<file path="config.mk">
export PLATFORM = sky130hd
export DESIGN_NAME = title_char_buffer_flat
export DESIGN_NICKNAME = d
export VERILOG_FILES = /design/src/rtl/title_pkg.sv /design/src/rtl/title_char_buffer_if.sv /design/src/rtl/ascii_to_font.sv /design/src/rtl/title_char_buffer.sv /design/src/flat_wrapper.sv
export SDC_FILE = /design/constraint.sdc
export NUM_CORES = 1
export LEC_CHECK = 0
export ABC_CLOCK_PERIOD_IN_PS = 8400
export CAP_MARGIN = 20
export CORE_MARGIN = 2
export CORE_UTILIZATION = 30
export DETAILED_ROUTE_END_ITERATION = 10
export SETUP_SLACK_MARGIN = 0.05
export SYNTH_ARGS = -nofsm -noshare
export SYNTH_HDL_FRONTEND = slang
export SYNTH_HIERARCHICAL = 1
export SYNTH_SLANG_ARGS = --single-unit
</file>
<file path="constraint.sdc">
create_clock -name clk -period 8.4 [get_ports clk]
set_input_delay 1.68 -clock clk [delete_from_list [all_inputs] [get_ports clk]]
set_output_delay 1.68 -clock clk [all_outputs]
set_load 0.01 [all_outputs]
</file>
<file path="src/rtl/title_pkg.sv">
// -----------------------------------------------------------------------------
// title_pkg
// Shared types and constants for the title text path: glyph code width, the
// blank glyph, displayed slot count, shadow depth / scroll rate used when
// TITLE_SCROLL_EN is defined, and the loader FSM state encoding.
// -----------------------------------------------------------------------------
package title_pkg;

  localparam int CHAR_W        = 9;
  localparam int NUM_CHARS     = 12;
  localparam int MAX_LEN       = 24;
  localparam int SCROLL_FRAMES = 30;

  typedef logic [CHAR_W-1:0] font_code_t;

  localparam font_code_t BLANK_CODE = 9'h100;

  typedef enum logic [1:0] {
    ST_IDLE = 2'd0,
    ST_LOAD = 2'd1,
    ST_PEND = 2'd2
  } title_state_e;

endpackage

</file>
<file path="src/rtl/title_char_buffer_if.sv">
// -----------------------------------------------------------------------------
// title_char_buffer_if
// Load/commit handshake between a title source and title_char_buffer.
//   start      : one-cycle pulse, begin a new title load
//   char_valid : ASCII byte valid
//   char_ascii : ASCII byte, 8'h00 terminates the title
//   char_ready : buffer accepts a byte this cycle
//   frame_tick : one-cycle pulse at the start of vertical blank
//   busy       : high from start until the commit completes
// master = title source / bench, slave = buffer.
// -----------------------------------------------------------------------------
interface title_char_buffer_if;

  logic       start;
  logic       char_valid;
  logic [7:0] char_ascii;
  logic       char_ready;
  logic       frame_tick;
  logic       busy;

  modport master (
    output start, char_valid, char_ascii, frame_tick,
    input  char_ready, busy
  );

  modport slave (
    input  start, char_valid, char_ascii, frame_tick,
    output char_ready, busy
  );

endinterface

</file>
<file path="src/rtl/ascii_to_font.sv">
// -----------------------------------------------------------------------------
// ascii_to_font
// Pure combinational ASCII -> 9-bit font-ROM offset map, shared by text
// displays. Letters of either case map to (alphabet position, a=1) * 8;
// every other byte maps to the blank glyph.
//   ascii_i : ASCII byte
//   code_o  : font-ROM offset
// -----------------------------------------------------------------------------
module ascii_to_font
  import title_pkg::*;
(
  input  logic [7:0] ascii_i,
  output font_code_t code_o
);

  logic [7:0] pos_s;

  // Letter detection and offset computation
  always_comb begin
    pos_s  = 8'h00;
    code_o = BLANK_CODE;
    if (ascii_i >= 8'h61 && ascii_i <= 8'h7a) begin
      pos_s  = ascii_i - 8'h60;
      code_o = {1'b0, pos_s[4:0], 3'b000};
    end else if (ascii_i >= 8'h41 && ascii_i <= 8'h5a) begin
      pos_s  = ascii_i - 8'h40;
      code_o = {1'b0, pos_s[4:0], 3'b000};
    end else begin
      code_o = BLANK_CODE;
    end
  end

endmodule

</file>
<file path="src/rtl/title_char_buffer.sv">
// -----------------------------------------------------------------------------
// title_char_buffer
// Streams a title as ASCII bytes into a shadow buffer of font codes and
// commits it to the 12 displayed slots on the first frame_tick after the load
// ends, so the renderer never sees a half-written title.
//   clk, reset  : clock, asynchronous active-high reset
//   bus (slave) : start / char_valid / char_ascii / char_ready / frame_tick / busy
//   char1..12   : registered font offsets, slot 1 leftmost
// Optional feature macro TITLE_SCROLL_EN: MAX_LEN-deep buffers and a marquee
// for titles longer than 12 characters (offset advances every SCROLL_FRAMES
// ticks, wrapping over length+1 with an implicit trailing blank). Without it
// the load ends after 12 bytes and nothing scrolls.
// -----------------------------------------------------------------------------
module title_char_buffer
  import title_pkg::*;
(
  input  logic               clk,
  input  logic               reset,
  title_char_buffer_if.slave bus,
  output font_code_t         char1,
  output font_code_t         char2,
  output font_code_t         char3,
  output font_code_t         char4,
  output font_code_t         char5,
  output font_code_t         char6,
  output font_code_t         char7,
  output font_code_t         char8,
  output font_code_t         char9,
  output font_code_t         char10,
  output font_code_t         char11,
  output font_code_t         char12
);

`ifdef TITLE_SCROLL_EN
  localparam int SH_N = MAX_LEN;
`else
  localparam int SH_N = NUM_CHARS;
`endif
  localparam int IDX_W = $clog2(SH_N + 1);
  localparam logic [IDX_W-1:0] LAST_IDX = IDX_W'(SH_N - 1);

  title_state_e     state_q, state_d;
  logic [IDX_W-1:0] idx_q, idx_d;
  logic             busy_q, busy_d;
  font_code_t       shadow_q [SH_N];
  font_code_t       char_q   [NUM_CHARS];

  logic             char_ready_s;
  logic             xfer_s;
  logic             clr_s;
  logic             wr_en_s;
  logic             commit_s;
  font_code_t       code_s;

  ascii_to_font u_map (
    .ascii_i (bus.char_ascii),
    .code_o  (code_s)
  );

  // char_ready depends on state only; start in the same cycle still blocks
  // the transfer inside the FSM.
  assign char_ready_s   = (state_q == ST_LOAD);
  assign xfer_s         = char_ready_s & bus.char_valid;
  assign bus.char_ready = char_ready_s;
  assign bus.busy       = busy_q;

  // Loader FSM next-state and control decode
  always_comb begin
    state_d  = state_q;
    idx_d    = idx_q;
    busy_d   = busy_q;
    clr_s    = 1'b0;
    wr_en_s  = 1'b0;
    commit_s = 1'b0;
    case (state_q)
      ST_IDLE: begin
        if (bus.start) begin
          state_d = ST_LOAD;
          idx_d   = '0;
          busy_d  = 1'b1;
          clr_s   = 1'b1;
        end else begin
          state_d = ST_IDLE;
        end
      end
      ST_LOAD: begin
        if (bus.start) begin
          state_d = ST_LOAD;
          idx_d   = '0;
          clr_s   = 1'b1;
        end else if (xfer_s) begin
          if (bus.char_ascii == 8'h00) begin
            state_d = ST_PEND;
          end else begin
            wr_en_s = 1'b1;
            idx_d   = idx_q + IDX_W'(1);
            if (idx_q == LAST_IDX) begin
              state_d = ST_PEND;
            end else begin
              state_d = ST_LOAD;
            end
          end
        end else begin
          state_d = ST_LOAD;
        end
      end
      ST_PEND: begin
        if (bus.start) begin
          state_d = ST_LOAD;
          idx_d   = '0;
          clr_s   = 1'b1;
        end else if (bus.frame_tick) begin
          state_d  = ST_IDLE;
          busy_d   = 1'b0;
          commit_s = 1'b1;
        end else begin
          state_d = ST_PEND;
        end
      end
      default: begin
        state_d = ST_IDLE;
        idx_d   = '0;
        busy_d  = 1'b0;
      end
    endcase
  end

  // FSM state, write index and busy registers
  always_ff @(posedge clk or posedge reset) begin
    if (reset) begin
      state_q <= ST_IDLE;
      idx_q   <= '0;
      busy_q  <= 1'b0;
    end else begin
      state_q <= state_d;
      idx_q   <= idx_d;
      busy_q  <= busy_d;
    end
  end

  // Shadow buffer: cleared on every start, written one entry per stored byte
  always_ff @(posedge clk or posedge reset) begin
    if (reset) begin
      for (int i = 0; i < SH_N; i++) shadow_q[i] <= BLANK_CODE;
    end else if (clr_s) begin
      for (int i = 0; i < SH_N; i++) shadow_q[i] <= BLANK_CODE;
    end else if (wr_en_s) begin
      shadow_q[idx_q] <= code_s;
    end else begin
      shadow_q <= shadow_q;
    end
  end

`ifdef TITLE_SCROLL_EN
  localparam int FC_W = $clog2(SCROLL_FRAMES);

  font_code_t       disp_q [SH_N];
  logic [IDX_W-1:0] dlen_q;
  logic [IDX_W-1:0] off_q;
  logic [FC_W-1:0]  fcnt_q;

  logic             scroll_s;
  logic             step_s;
  logic [IDX_W-1:0] off_next_s;
  logic [IDX_W-1:0] win_len_s;
  logic [IDX_W-1:0] win_off_s;
  logic [5:0]       pos_s;
  font_code_t       win_s [NUM_CHARS];

  assign scroll_s   = (dlen_q > IDX_W'(NUM_CHARS));
  assign step_s     = ~commit_s & bus.frame_tick & scroll_s &
                      (fcnt_q == FC_W'(SCROLL_FRAMES - 1));
  assign off_next_s = (off_q == dlen_q) ? '0 : off_q + IDX_W'(1);

  // Window contents after this edge: a fresh commit starts at offset 0,
  // otherwise the (possibly stepped) offset over the displayed buffer.
  // Position equal to the length is the implicit trailing blank.
  always_comb begin
    pos_s = 6'd0;
    if (commit_s) begin
      win_len_s = idx_q;
      win_off_s = '0;
    end else begin
      win_len_s = dlen_q;
      win_off_s = step_s ? off_next_s : off_q;
    end
    for (int k = 0; k < NUM_CHARS; k++) begin
      pos_s = 6'(win_off_s) + 6'(k);
      if (win_len_s > IDX_W'(NUM_CHARS) && pos_s > 6'(win_len_s)) begin
        pos_s = pos_s - 6'(win_len_s) - 6'd1;
      end else begin
        pos_s = pos_s;
      end
      if (pos_s == 6'(win_len_s) || pos_s >= 6'(SH_N)) begin
        win_s[k] = BLANK_CODE;
      end else if (commit_s) begin
        win_s[k] = shadow_q[pos_s[IDX_W-1:0]];
      end else begin
        win_s[k] = disp_q[pos_s[IDX_W-1:0]];
      end
    end
  end

  // Displayed buffer, length, marquee offset and frame counter
  always_ff @(posedge clk or posedge reset) begin
    if (reset) begin
      for (int i = 0; i < SH_N; i++) disp_q[i] <= BLANK_CODE;
      dlen_q <= '0;
      off_q  <= '0;
      fcnt_q <= '0;
    end else if (commit_s) begin
      disp_q <= shadow_q;
      dlen_q <= idx_q;
      off_q  <= '0;
      fcnt_q <= '0;
    end else if (bus.frame_tick && scroll_s) begin
      if (step_s) begin
        fcnt_q <= '0;
        off_q  <= off_next_s;
      end else begin
        fcnt_q <= fcnt_q + FC_W'(1);
      end
    end else begin
      fcnt_q <= fcnt_q;
    end
  end

  // Registered slot outputs, refreshed on commit or scroll step
  always_ff @(posedge clk or posedge reset) begin
    if (reset) begin
      for (int i = 0; i < NUM_CHARS; i++) char_q[i] <= BLANK_CODE;
    end else if (commit_s || step_s) begin
      char_q <= win_s;
    end else begin
      char_q <= char_q;
    end
  end
`else
  // Registered slot outputs, loaded from the shadow on commit
  always_ff @(posedge clk or posedge reset) begin
    if (reset) begin
      for (int i = 0; i < NUM_CHARS; i++) char_q[i] <= BLANK_CODE;
    end else if (commit_s) begin
      char_q <= shadow_q;
    end else begin
      char_q <= char_q;
    end
  end
`endif

  assign char1  = char_q[0];
  assign char2  = char_q[1];
  assign char3  = char_q[2];
  assign char4  = char_q[3];
  assign char5  = char_q[4];
  assign char6  = char_q[5];
  assign char7  = char_q[6];
  assign char8  = char_q[7];
  assign char9  = char_q[8];
  assign char10 = char_q[9];
  assign char11 = char_q[10];
  assign char12 = char_q[11];

endmodule

</file>
<file path="src/flat_wrapper.sv">
// flat-port wrapper written by rule: the top's interface ports become plain ports
module title_char_buffer_flat import title_pkg::*;
  (clk, reset, char1, char2, char3, char4, char5, char6, char7, char8, char9, char10, char11, char12, bus_start, bus_char_valid, bus_char_ascii, bus_frame_tick, bus_char_ready, bus_busy);
  title_char_buffer_if bus_i ();
  input  logic clk;
  input  logic reset;
  output font_code_t char1;
  output font_code_t char2;
  output font_code_t char3;
  output font_code_t char4;
  output font_code_t char5;
  output font_code_t char6;
  output font_code_t char7;
  output font_code_t char8;
  output font_code_t char9;
  output font_code_t char10;
  output font_code_t char11;
  output font_code_t char12;
  input wire logic [$bits(bus_i.start)-1:0] bus_start;
  input wire logic [$bits(bus_i.char_valid)-1:0] bus_char_valid;
  input wire logic [$bits(bus_i.char_ascii)-1:0] bus_char_ascii;
  input wire logic [$bits(bus_i.frame_tick)-1:0] bus_frame_tick;
  output wire logic [$bits(bus_i.char_ready)-1:0] bus_char_ready;
  output wire logic [$bits(bus_i.busy)-1:0] bus_busy;
  assign bus_i.start = bus_start;
  assign bus_i.char_valid = bus_char_valid;
  assign bus_i.char_ascii = bus_char_ascii;
  assign bus_i.frame_tick = bus_frame_tick;
  assign bus_char_ready = bus_i.char_ready;
  assign bus_busy = bus_i.busy;
  title_char_buffer u_core (.clk(clk), .reset(reset), .bus(bus_i), .char1(char1), .char2(char2), .char3(char3), .char4(char4), .char5(char5), .char6(char6), .char7(char7), .char8(char8), .char9(char9), .char10(char10), .char11(char11), .char12(char12));
endmodule
</file>
Word level (Yosys, flattened, before mapping):

Index checks and enable logic that the tools add are counted.

* register bits after elaboration: 223
* bits of input ports: 13
* output and inout bits: 110
* word-level logic and storage cells: 91

* $add $sub $neg: 3
* order comparisons: 6
* equal/unequal tests: 9
* multiplexer cells: 33
* bitwise gates (word level): 3
* reductions and logical operators: 10

Operators with widths (number)
* 108-bit two-way mux: 2
* 108-bit bitwise mux: 1
* 9-bit demux with 4-bit select: 1
* 9-bit two-way mux: 3
* 8-bit by 7-bit >= comparator with 1-bit output (second input constant): 2
* 8-bit by 7-bit <= comparator with 1-bit output (second input constant): 2
* 4-bit two-way mux: 4
* 1-bit two-way mux: 13
* 2-bit two-way mux: 6
* 5-bit by 1-bit subtractor with 5-bit output (second input constant): 2
* 8-bit zero test: 1
* 4-bit one-hot mux with 2 select lines: 1
* 2-bit != test (second input constant): 3
* 3-bit != test (second input constant): 2
* 2-bit one-hot mux with 3 select lines: 1
* 5-bit >= comparator (second input constant): 1
* 5-bit by 1-bit less-than comparator with 1-bit output (second input constant): 1
* 4-bit inverter with 5-bit output: 1
* 4-bit by 1-bit adder with 4-bit output (second input constant): 1
* 4-bit equality test (second input constant): 1
* 4-bit AND reduction: 1
* 1-bit logical AND: 3
* 1-bit one-hot mux with 3 select lines: 1
* 3-bit AND reduction: 1
* other kinds (9): 9

Longest topological paths before layout:

Gate-level depths: netlist of the first run.

* word-level depth: 8
* gate-level depth with buffers: 7
* depth with buffers taken out: 6

Hierarchy:

Netlist of the first run, hierarchy kept.

By module, submodules not included
* title_char_buffer: times used 1, cells each 687, area an instance 9177.6 um2, sequential area each 5610.4 um2
* ascii_to_font: times used 1, cells each 19, area an instance 132.6 um2, sequential area each 0.0 um2

Least setup slack after synthesis of the first run:

Ideal clock, no wire load.

* path kind: input-to-reg
* start: in bus_start
* end: reg u_core.char_q, in the netlist u_core/char5[0]
* arrival time: 2914 ps
* required time: 8273 ps
* path slack: 5358 ps
* cell stages on the path: 7
* buffers on the path: 4
* cells stage by stage: clkbuf_1 nand2b_1 nor3b_1 buf_2 buf_4 buf_6 mux2_1

* cells in the longest elaborated chain, start to end: 2

Ends and longest elaborated chain
* from (decl): RTL line flat_wrapper.sv:19 `input wire logic [$bits(bus_i.start)-1:0] bus_start;`
* 1-bit two-way mux: RTL line title_char_buffer.sv:108 `if (bus.start) begin`
* 1-bit two-way mux: RTL line title_char_buffer.sv:75 `case (state_q)`
* to (signal assigned): RTL line title_char_buffer.sv:244 `char_q <= shadow_q;`
* to (signal assigned): RTL line title_char_buffer.sv:246 `char_q <= char_q;`
* to (decl): RTL line title_char_buffer.sv:46 `font_code_t char_q [NUM_CHARS];`

Every way passes these cells.
A chain may end at the register's enable or synchronous reset.

Worst setup path in the final report of the first run:

* start: in bus_start
* end: reg u_core.char_q, in the netlist u_core/char5[5]

Same word-level chain as after synthesis.

==> reports/metrics.csv, run 1 <==
metric,value,unit
fp.dieH,180,µm
ios,123,
die_x,180,µm
die_area,32500,µm²
routedWlPerCell,18.1,µm
firstDrtPassIters,4,
synth_cell_types,50,
cts_tree,yes,
numCtsBuffers,25,
final_nets,829,
grt_pass1_vias,5905,
p_clk_share,46.6,%
crit_family,buffers and inverters,
critPathMaxStageDelay,0.74,ns
start_kind,primary input,
synthCells,706,
hpwl,13400,µm
ys_seq_elements,223,
outcome,completed,
cp_common_cell,buf_4,
maxSlewViolCount,0,
num_antenna_cells,0,
stdcell_count,1226,
antenna_left,0,
cp_cell_sequence,clkdlybuf4s50_1 > nand2b_1 > nor3b_2 > buf_4 > buf_4 > mux2_2,
period_minus_slack,4.31,ns
p_sw,0.508,mW
fmax,232,MHz
seq_area_frac_synth,60.3,%
critPathBufInv,3,
insertion_delay,0.52,ns
hp-class,flip-flop to flip-flop,
clk_pin_slew,0.06,ns
cp.required,8.80,ns
synth_area,9310,µm²
clk_path_buf_depth,3,
num_vias,5794,
dp_cells,1177,
drt_iter0_markers,340,
hold_viol,0,
final_layout_size_suffix_gt1_share,22.2,%
utilization,38.2,%
cts.sinks,223,
overflow,0,
wl,22200,µm
syn_area_per_cell,13.2,µm²
cp-end-kind,flip-flop,
antenna_found_initial,0,
setup_viol,0,
switching_share,23.0,%
ctsRootBufferMaster,clkbuf_16,
ir_drop,0.000107,V
p_int,1.70,mW
num_rows,64,
post_cts_buffers,0,
ctsHoldBuffers,0,
p_seq_share,49.2,%
n_fill_cell,2923,
post-place-ws,3.54,ns
drv_cap,0,
finalCritPeriodShare,51.3,%
gp_congestion,0.769,
core_region_area,30600,µm²
rsz0062_at_grt,false,
syn_to_final_growth,25.6,%
finalPower,2.21,mW
grt_max_degree,79,
fin_tns_setup,0,ns
floorplan.initialDensity,30.4,%
cp_max_fo,61,
worst_pin_slew,1.11,ns
worst_path_max_delay_cell,buf_4,
p_per_area,189,nW/µm²
cts_resized,0,
skew,0.0120,ns
worst_slack,4.09,ns
grt_pass1_wl,35100,µm
drc,0,
port_buffers,122,
avgViaCountPerCell,4.73,
slew_headroom,25.9,%
p_leak,5.00,nW
pwr-share-comb,4.2,%
synth_ff_type,dfrtp_1,
path_class,primary input to flip-flop,
grt_usage,13.6,%
worstPathArrival,4.71,ns
synth-async-reset-ratio,100,%
htree_num_levels,1,
yosysWarnings,6,
synth_edf_count,0,
-- power by group through the flow --
stage / registers (mW) / logic (mW) / clock network [mW]
finish: 1.09 / 0.0919 / 1.03
global route: 1.09 / 0.103 / 1.10
CTS: 1.09 / 0.0877 / 1.06
detailed placement: 1.11 / 0.0875 / 0
global placement: 1.11 / 0.0868 / 0
floorplan: 1.10 / 0.0585 / 0
-- state kept, by name (all words and copies together) (netlist names) --
name / flops
u_core/char2: 9
u_core/char12: 9
u_core/char1: 9
u_core/bus.busy: 1
u_core/char5: 9
u_core/char10: 9
u_core/char9: 9
u_core/state_q: 2
u_core/char6: 9
u_core/shadow_q: 108
u_core/idx_q: 4
u_core/char4: 9
u_core/char11: 9
u_core/char7: 9
u_core/char8: 9
u_core/char3: 9
-- path summary, 6_finish.rpt --
kind,start,to,slack (ns),cells past startpoint
hold / removal,u_core/shadow_q[98],u_core/shadow_q[98],0.48,2
hold reg to reg,u_core/shadow_q[98],u_core/shadow_q[98],0.48,2
min in group asynchronous,reset,u_core/shadow_q[67],1.63,2
max in group asynchronous,reset,u_core/shadow_q[8],5.69,4
setup reg to reg,u_core/state_q[1],u_core/char5[5],5.70,4
setup / recovery,bus_start,u_core/char5[5],4.09,6
-- layout make-up --
cell class	instances	area, µm²	share of cell area [%]
clock inverter	8	53.8	0.460
multi-input combinational	422	3420	29.3
clock buffer	37	721	6.16
sequential	223	5610	48.0
timing repair buffer	133	1350	11.6
inverter	7	33.8	0.289
tap	396	495	4.24
-- placed cells by master, fill, tap and decap left out, types with 12 or more instances in the layout --
cell type,Yosys,final
clkbuf_16,0,25
clkdlybuf4s50_1,0,122
dfrtp_1,199,199
dfstp_2,24,24
mux2_1,20,20
mux2_2,88,88
mux2i_1,73,73
nand2_1,83,82
nand2b_1,12,12
nand3_1,25,25
o211ai_1,16,16
o21ai_0,14,14
o21ai_1,21,21
-- synthesized netlist by cell type, types with 5 or more instances --
master	number	area, µm²
a211oi_1	7	52.6
a21oi_1	6	30.0
buf_2	25	125
buf_4	7	52.6
buf_6	6	67.6
clkbuf_1	18	67.6
dfrtp_1	199	4980
dfstp_2	24	631
inv_1	5	18.8
mux2_1	20	225
mux2_2	88	991
mux2i_1	73	731
nand2_1	83	312
nand2b_1	12	75.1
nand3_1	25	125
nand4b_1	7	61.3
nor2_1	7	26.3
o211ai_1	16	120
o21ai_0	14	70.1
o21ai_1	21	105
-- cells by family after synthesis --
group | share of synthesized area (%)
adders and majority gates | 0.538
DFF | 60.3
muxes | 20.9
and+or+nand+nor | 8.29
AOI/OAI and AO/OA | 6.32
other | 0.0403
buffers and inverters | 3.64
-- routing by layer --
| metal | routed length, µm | GRT usage (%) | vias up | part of all wire (%) |
|---|---|---|---|---|
| met4 | 401 | 3.61 | 0 | 1.8 |
| met5 | 0 | 0 | - | 0 |
| met2 | 10300 | 21.5 | 125 | 46 |
| li1 | - | - | 2706 | - |
| met3 | 1130 | 2.77 | 30 | 5.1 |
| met1 | 10400 | 18.9 | 2933 | 47 |
-- worst reg2reg max path: cells and delay by family, from the launching register on --
| kind | cells | cell delay [ns] |
|---|---|---|
| buf+inv | 2 | 1.32 |
| mux | 1 | 0.52 |
| flops | 1 | 0.51 |
| simple gates | 1 | 0.23 |
-- through the flow --
stage	hold slack, ns	area [µm²]
5_1_grt	0.503	11700
3_5_place_dp	0.476	10800
3_3_place_gp	0.474	10800
4_1_cts	0.486	11600
2_1_floorplan	0.463	9320
6_report	0.482	11700
Power figures use the tool's default switching activity.
==> run 2: changes to the inputs <==
--- a/config.mk
+++ b/config.mk
@@ -5,7 +5,7 @@
 export SDC_FILE = /design/constraint.sdc
 export NUM_CORES = 1
 export LEC_CHECK = 0
-export ABC_CLOCK_PERIOD_IN_PS = 8400
+export ABC_CLOCK_PERIOD_IN_PS = 3600
 export CAP_MARGIN = 20
 export CORE_MARGIN = 2
 export CORE_UTILIZATION = 30
==> constraint.sdc (replaced) <==
create_clock -name clk -period 3.6 [get_ports clk]
set_input_delay 0.72 -clock clk [delete_from_list [all_inputs] [get_ports clk]]
set_output_delay 0.72 -clock clk [all_outputs]
set_load 0.01 [all_outputs]
==> run 2 against run 1 <==
  * Register-to-register slack got worse by 4.1 ns
  * Critical path type is now flip-flop to primary output
  * Via count increased by 1.2%
  * Highest routed layer unchanged
  * First-iteration DRC count up 25%
  * Core utilization rose by 0.46 points
  * Critical path depth shrank 3
  * Worst setup slack worse by 3.4 ns
  * Final cell count grew 0.90%
  * Die area did not move
  * Global-route usage up 0.25 points
  * Power increased by 140%
==> reports/metrics.csv, run 2 (same netlist as run 1, synthesis figures left out) <==
metric,value,unit
p_int,4.07,mW
grt_pass1_wl,36000,µm
die_area,32500,µm²
crit_family,buffers and inverters,
routedWlPerCell,18.1,µm
dp_cells,1193,
start_kind,flip-flop,
post-place-ws,0.680,ns
fp.dieH,180,µm
p_sw,1.15,mW
grt_usage,13.8,%
maxSlewViolCount,0,
grt_max_degree,69,
numCtsBuffers,24,
worst_slack,0.739,ns
floorplan.initialDensity,30.4,%
ios,123,
p_per_area,441,nW/µm²
cts.sinks,223,
final_cell_mix,"dfrtp_1 (199), clkdlybuf4s50_1 (122), mux2_2 (88)",
critPathBufInv,2,
utilization,38.7,%
htree_num_levels,1,
overflow,0,
cp.required,2.88,ns
path_class,flip-flop to primary output,
pwr-share-comb,4.2,%
ctsHoldBuffers,0,
wl,22400,µm
stdcell_count,1237,
fmax,350,MHz
cts_resized,0,
outcome,completed,
syn_to_final_growth,27.1,%
core_region_area,30600,µm²
cp_cell_sequence,nand2b_4 > inv_1 > clkdlybuf4s50_1,
drc,0,
top_register,u_core/shadow_q,
drv_cap,0,
cts_tree,yes,
post_cts_buffers,0,
period_minus_slack,2.86,ns
p_leak,5.08,nW
final_layout_size_suffix_gt1_share,23.2,%
ir_drop,0.000295,V
num_vias,5862,
setup_viol,0,
clk_path_buf_depth,3,
switching_share,22.0,%
port_buffers,122,
critPathMaxStageDelay,0.62,ns
worstPathArrival,2.14,ns
clk_pin_slew,0.06,ns
hold_viol,0,
slew_headroom,37.6,%
skew,0.00916,ns
worst_path_max_delay_cell,clkdlybuf4s50_1,
insertion_delay,0.51,ns
avgViaCountPerCell,4.74,
die_x,180,µm
rsz0062_at_grt,false,
drt_iter0_markers,426,
gp_congestion,0.700,
antenna_found_initial,0,
finalPower,5.22,mW
finalCritPeriodShare,79.5,%
firstDrtPassIters,6,
mostFrequentLayoutCell,dfrtp_1,
num_rows,64,
num_antenna_cells,0,
hp-class,flip-flop to flip-flop,
hpwl,14400,µm
cp_max_fo,15,
worst_pin_slew,0.936,ns
ctsRootBufferMaster,clkbuf_16,
p_clk_share,47.2,%
grt_pass1_vias,6157,
cp-end-kind,primary output,
final_nets,840,
largest_reg_flops,108,
p_seq_share,48.6,%
antenna_left,0,
[run 2: cell count changes in the layout (fill, tap and decap cells not counted), sizes merged]
cell      previous run  this run
clkinvlp             4         3
buf                 10        23
inv                  5         4
clkbuf              38        39
clkinv               6         4
bufinv               0         1
[run 2: power by group through the flow]
stage                     clock network (mW)  logic [mW]  registers, mW
after floorplan                            0       0.137           2.58
after global placement                     0       0.216           2.58
after detailed placement                   0       0.217           2.58
after CTS                               2.55       0.218           2.53
after global routing                    2.65       0.246           2.54
final                                   2.46       0.218           2.54
[run 2: stage by stage]
stage	setup TNS [ns]	cell area [µm²]	hold slack, ns
after floorplan	-2.08	9320	0.463
after global placement	0	11000	0.475
after detailed placement	0	11000	0.478
after CTS	0	11800	0.490
after global routing	0	11800	0.502
final	0	11800	0.487
[run 2: worst paths after layout]
kind                                    from                  end  slack [ns]  depth (start not counted)
hold reg to reg              u_core/char8[5]      u_core/char8[5]        0.49                          1
setup reg to reg           u_core/state_q[0]  u_core/shadow_q[88]        1.60                          4
hold / removal               u_core/char8[5]      u_core/char8[5]        0.49                          1
min in group asynchronous              reset      u_core/char6[5]        0.60                          2
max in group asynchronous              reset     u_core/char12[8]        2.23                          3
setup / recovery           u_core/state_q[0]       bus_char_ready        0.74                          3
[run 2: area by class of cell]
| type | count | area (µm²) |
|---|---|---|
| clock buffer | 39 | 748 |
| clock inverter | 5 | 55.1 |
| fill | 2960 | 18800 |
| inverter | 7 | 30.0 |
| multi-input combinational | 422 | 3420 |
| sequential | 223 | 5610 |
| tap | 396 | 495 |
| timing repair buffer | 145 | 1470 |
[run 2: routing by layer]
layer	wire length (µm)	global-route usage, %	part of all wire [%]
met5	0	0	0
met4	450	3.58	2.0
met3	923	2.30	4.1
met2	10800	22.9	48
met1	10200	18.8	45
==> run 3: changes to the inputs <==
--- a/config.mk
+++ b/config.mk
@@ -5,7 +5,7 @@
 export SDC_FILE = /design/constraint.sdc
 export NUM_CORES = 1
 export LEC_CHECK = 0
-export ABC_CLOCK_PERIOD_IN_PS = 3600
+export ABC_CLOCK_PERIOD_IN_PS = 3000
 export CAP_MARGIN = 20
 export CORE_MARGIN = 2
 export CORE_UTILIZATION = 30
==> constraint.sdc (replaced) <==
create_clock -name clk -period 3 [get_ports clk]
set_input_delay 0.6 -clock clk [delete_from_list [all_inputs] [get_ports clk]]
set_output_delay 0.6 -clock clk [all_outputs]
set_load 0.01 [all_outputs]
==> run 3 against run 2 <==
  * Worst setup slack got worse by 0.48 ns
  * Final area increased by 0.39%
  * First-iteration DRC count decreased by 27%
  * Routed wire length increased by 1.2%
  * Clock skew increased by 0.0094 ns
  * Clock-buffer cell count decreased by 1
  * Power increased by 21%
  * Combinational power increased by 21%
  * Via count increased by 0.27%
  * Clock power increased by 22%
==> reports/metrics.csv, run 3 (same netlist as run 1, synthesis figures left out) <==
metric,value,unit
outcome,completed,
r2r_end,u_core/shadow_q[53],
gp_congestion,0.734,
dp_cells,1196,
routedWlPerCell,18.2,µm
core_region_area,30600,µm²
firstDrtPassIters,4,
critPathMaxStageDelay,0.59,ns
grt_usage,13.8,%
path_class,flip-flop to primary output,
wl,22600,µm
htree_num_levels,1,
post_cts_buffers,0,
period_minus_slack,2.74,ns
design_area,11900,µm²
utilization,38.8,%
p_per_area,532,nW/µm²
cts_resized,0,
skew,0.0185,ns
port_buffers,122,
insertion_delay,0.52,ns
ios,123,
mostFrequentLayoutCell,dfrtp_1,
ctsRootBufferMaster,clkbuf_16,
die_area,32500,µm²
avgViaCountPerCell,4.73,
fmax,365,MHz
floorplan.initialDensity,30.4,%
slew_headroom,32.1,%
placed_area,11100,µm²
critPathBufInv,2,
drc,0,
maxSlewViolCount,0,
largest_reg_flops,108,
final_nets,845,
rr_worst_depth,7,
antenna_left,0,
overflow,0,
ir_drop,0.000280,V
crit_family,buffers and inverters,
rsz0062_at_grt,false,
final_layout_size_suffix_gt1_share,23.9,%
num_rows,64,
antenna_found_initial,0,
hpwl,14100,µm
top_register,u_core/shadow_q,
cp_cell_sequence,nand2b_4 > inv_1 > clkdlybuf4s50_1,
cp-end-kind,primary output,
die_x,180,µm
num_vias,5878,
n_fill_cell,2939,
finalCritPeriodShare,91.4,%
start_kind,flip-flop,
cts.sinks,223,
cts_tree,yes,
worst_path_max_delay_cell,clkdlybuf4s50_1,
regToRegSetupSlack,0.98,ns
final_cell_mix,"dfrtp_1 (199), clkdlybuf4s50_1 (122), mux2_2 (88)",
hold_viol,0,
cp_max_fo,15,
drt_iter0_markers,310,
grt_pass1_vias,6081,
syn_to_final_growth,27.6,%
numCtsBuffers,26,
num_antenna_cells,0,
p_leak,5.12,nW
drv_cap,0,
multiInputGateArea,3420,µm²
ctsHoldBuffers,0,
fp.dieH,180,µm
cp.required,2.40,ns
clk_pin_slew,0.06,ns
hp-class,primary input to async pin,
worst_pin_slew,1.02,ns
stdcell_count,1244,
grt_pass1_wl,36100,µm
regArea,5610,µm²
setup_viol,0,
timing.rr.start,u_core/idx_q[0],
worstPathArrival,2.14,ns
grt_max_degree,75,
clk_path_buf_depth,3,
[run 3: cell count changes in the layout (fill, tap and decap cells not counted), sizes merged]
cell      before  now
bufinv         1    0
clkinv         4   11
buf           23   26
clkinvlp       3    1
inv            4    5
clkbuf        39   38
[run 3: metrics by stage]
step                total power [mW]  setup TNS, ns  worst slack (ns)  hold slack, ns
CTS                             6.41              0             0.224           0.415
global placement                3.35              0             0.322           0.474
global route                    6.60              0             0.138           0.418
finish                          6.31              0             0.257           0.423
floorplan                       3.26         -97.60            -0.490           0.463
detailed placement              3.36              0             0.276           0.474
[run 3: how the worst max path moves through the flow]
stage | from | slack (ns) | cells after the start | to
after floorplan | reset | -0.49 | 1 | u_core/bus.busy
after global placement | bus_char_ascii[1] | 0.32 | 6 | u_core/shadow_q[88]
after detailed placement | bus_char_ascii[2] | 0.28 | 6 | u_core/shadow_q[87]
after CTS | u_core/state_q[0] | 0.22 | 3 | bus_char_ready
after global routing | u_core/state_q[0] | 0.14 | 3 | bus_char_ready
final | u_core/state_q[0] | 0.26 | 3 | bus_char_ready
[run 3: worst reg2reg max path, delay by kind of cell (launching register included)]
family / cells / cell delay, ns
DFF: 1 / 0.44
buffers and inverters: 2 / 0.43
AOI/OAI and AO/OA: 1 / 0.43
adders and majority gates: 1 / 0.25
muxes: 1 / 0.20
and+or+nand+nor: 2 / 0.19
[run 3: area by class of cell]
cell class | instances | area share, %
clock buffer | 38 | 6.46
clock inverter | 10 | 0.506
inverter | 7 | 0.253
multi-input combinational | 422 | 28.8
sequential | 223 | 47.2
tap | 396 | 4.17
timing repair buffer | 148 | 12.6
[run 3: per-layer routing]
| metal | GRT usage (%) | vias up | wire, µm |
|---|---|---|---|
| met5 | 0 | - | 0 |
| met4 | 3.39 | 0 | 385 |
| met3 | 2.59 | 29 | 1020 |
| met2 | 22.7 | 121 | 11000 |
| met1 | 18.9 | 2986 | 10200 |
| li1 | - | 2742 | - |
[run 3: report_power, final]
group	switching (mW)	internal [mW]	total, mW
clock	1.23	1.78	3.01
combinational	0.192	0.0719	0.264
sequential	0.0141	3.03	3.04
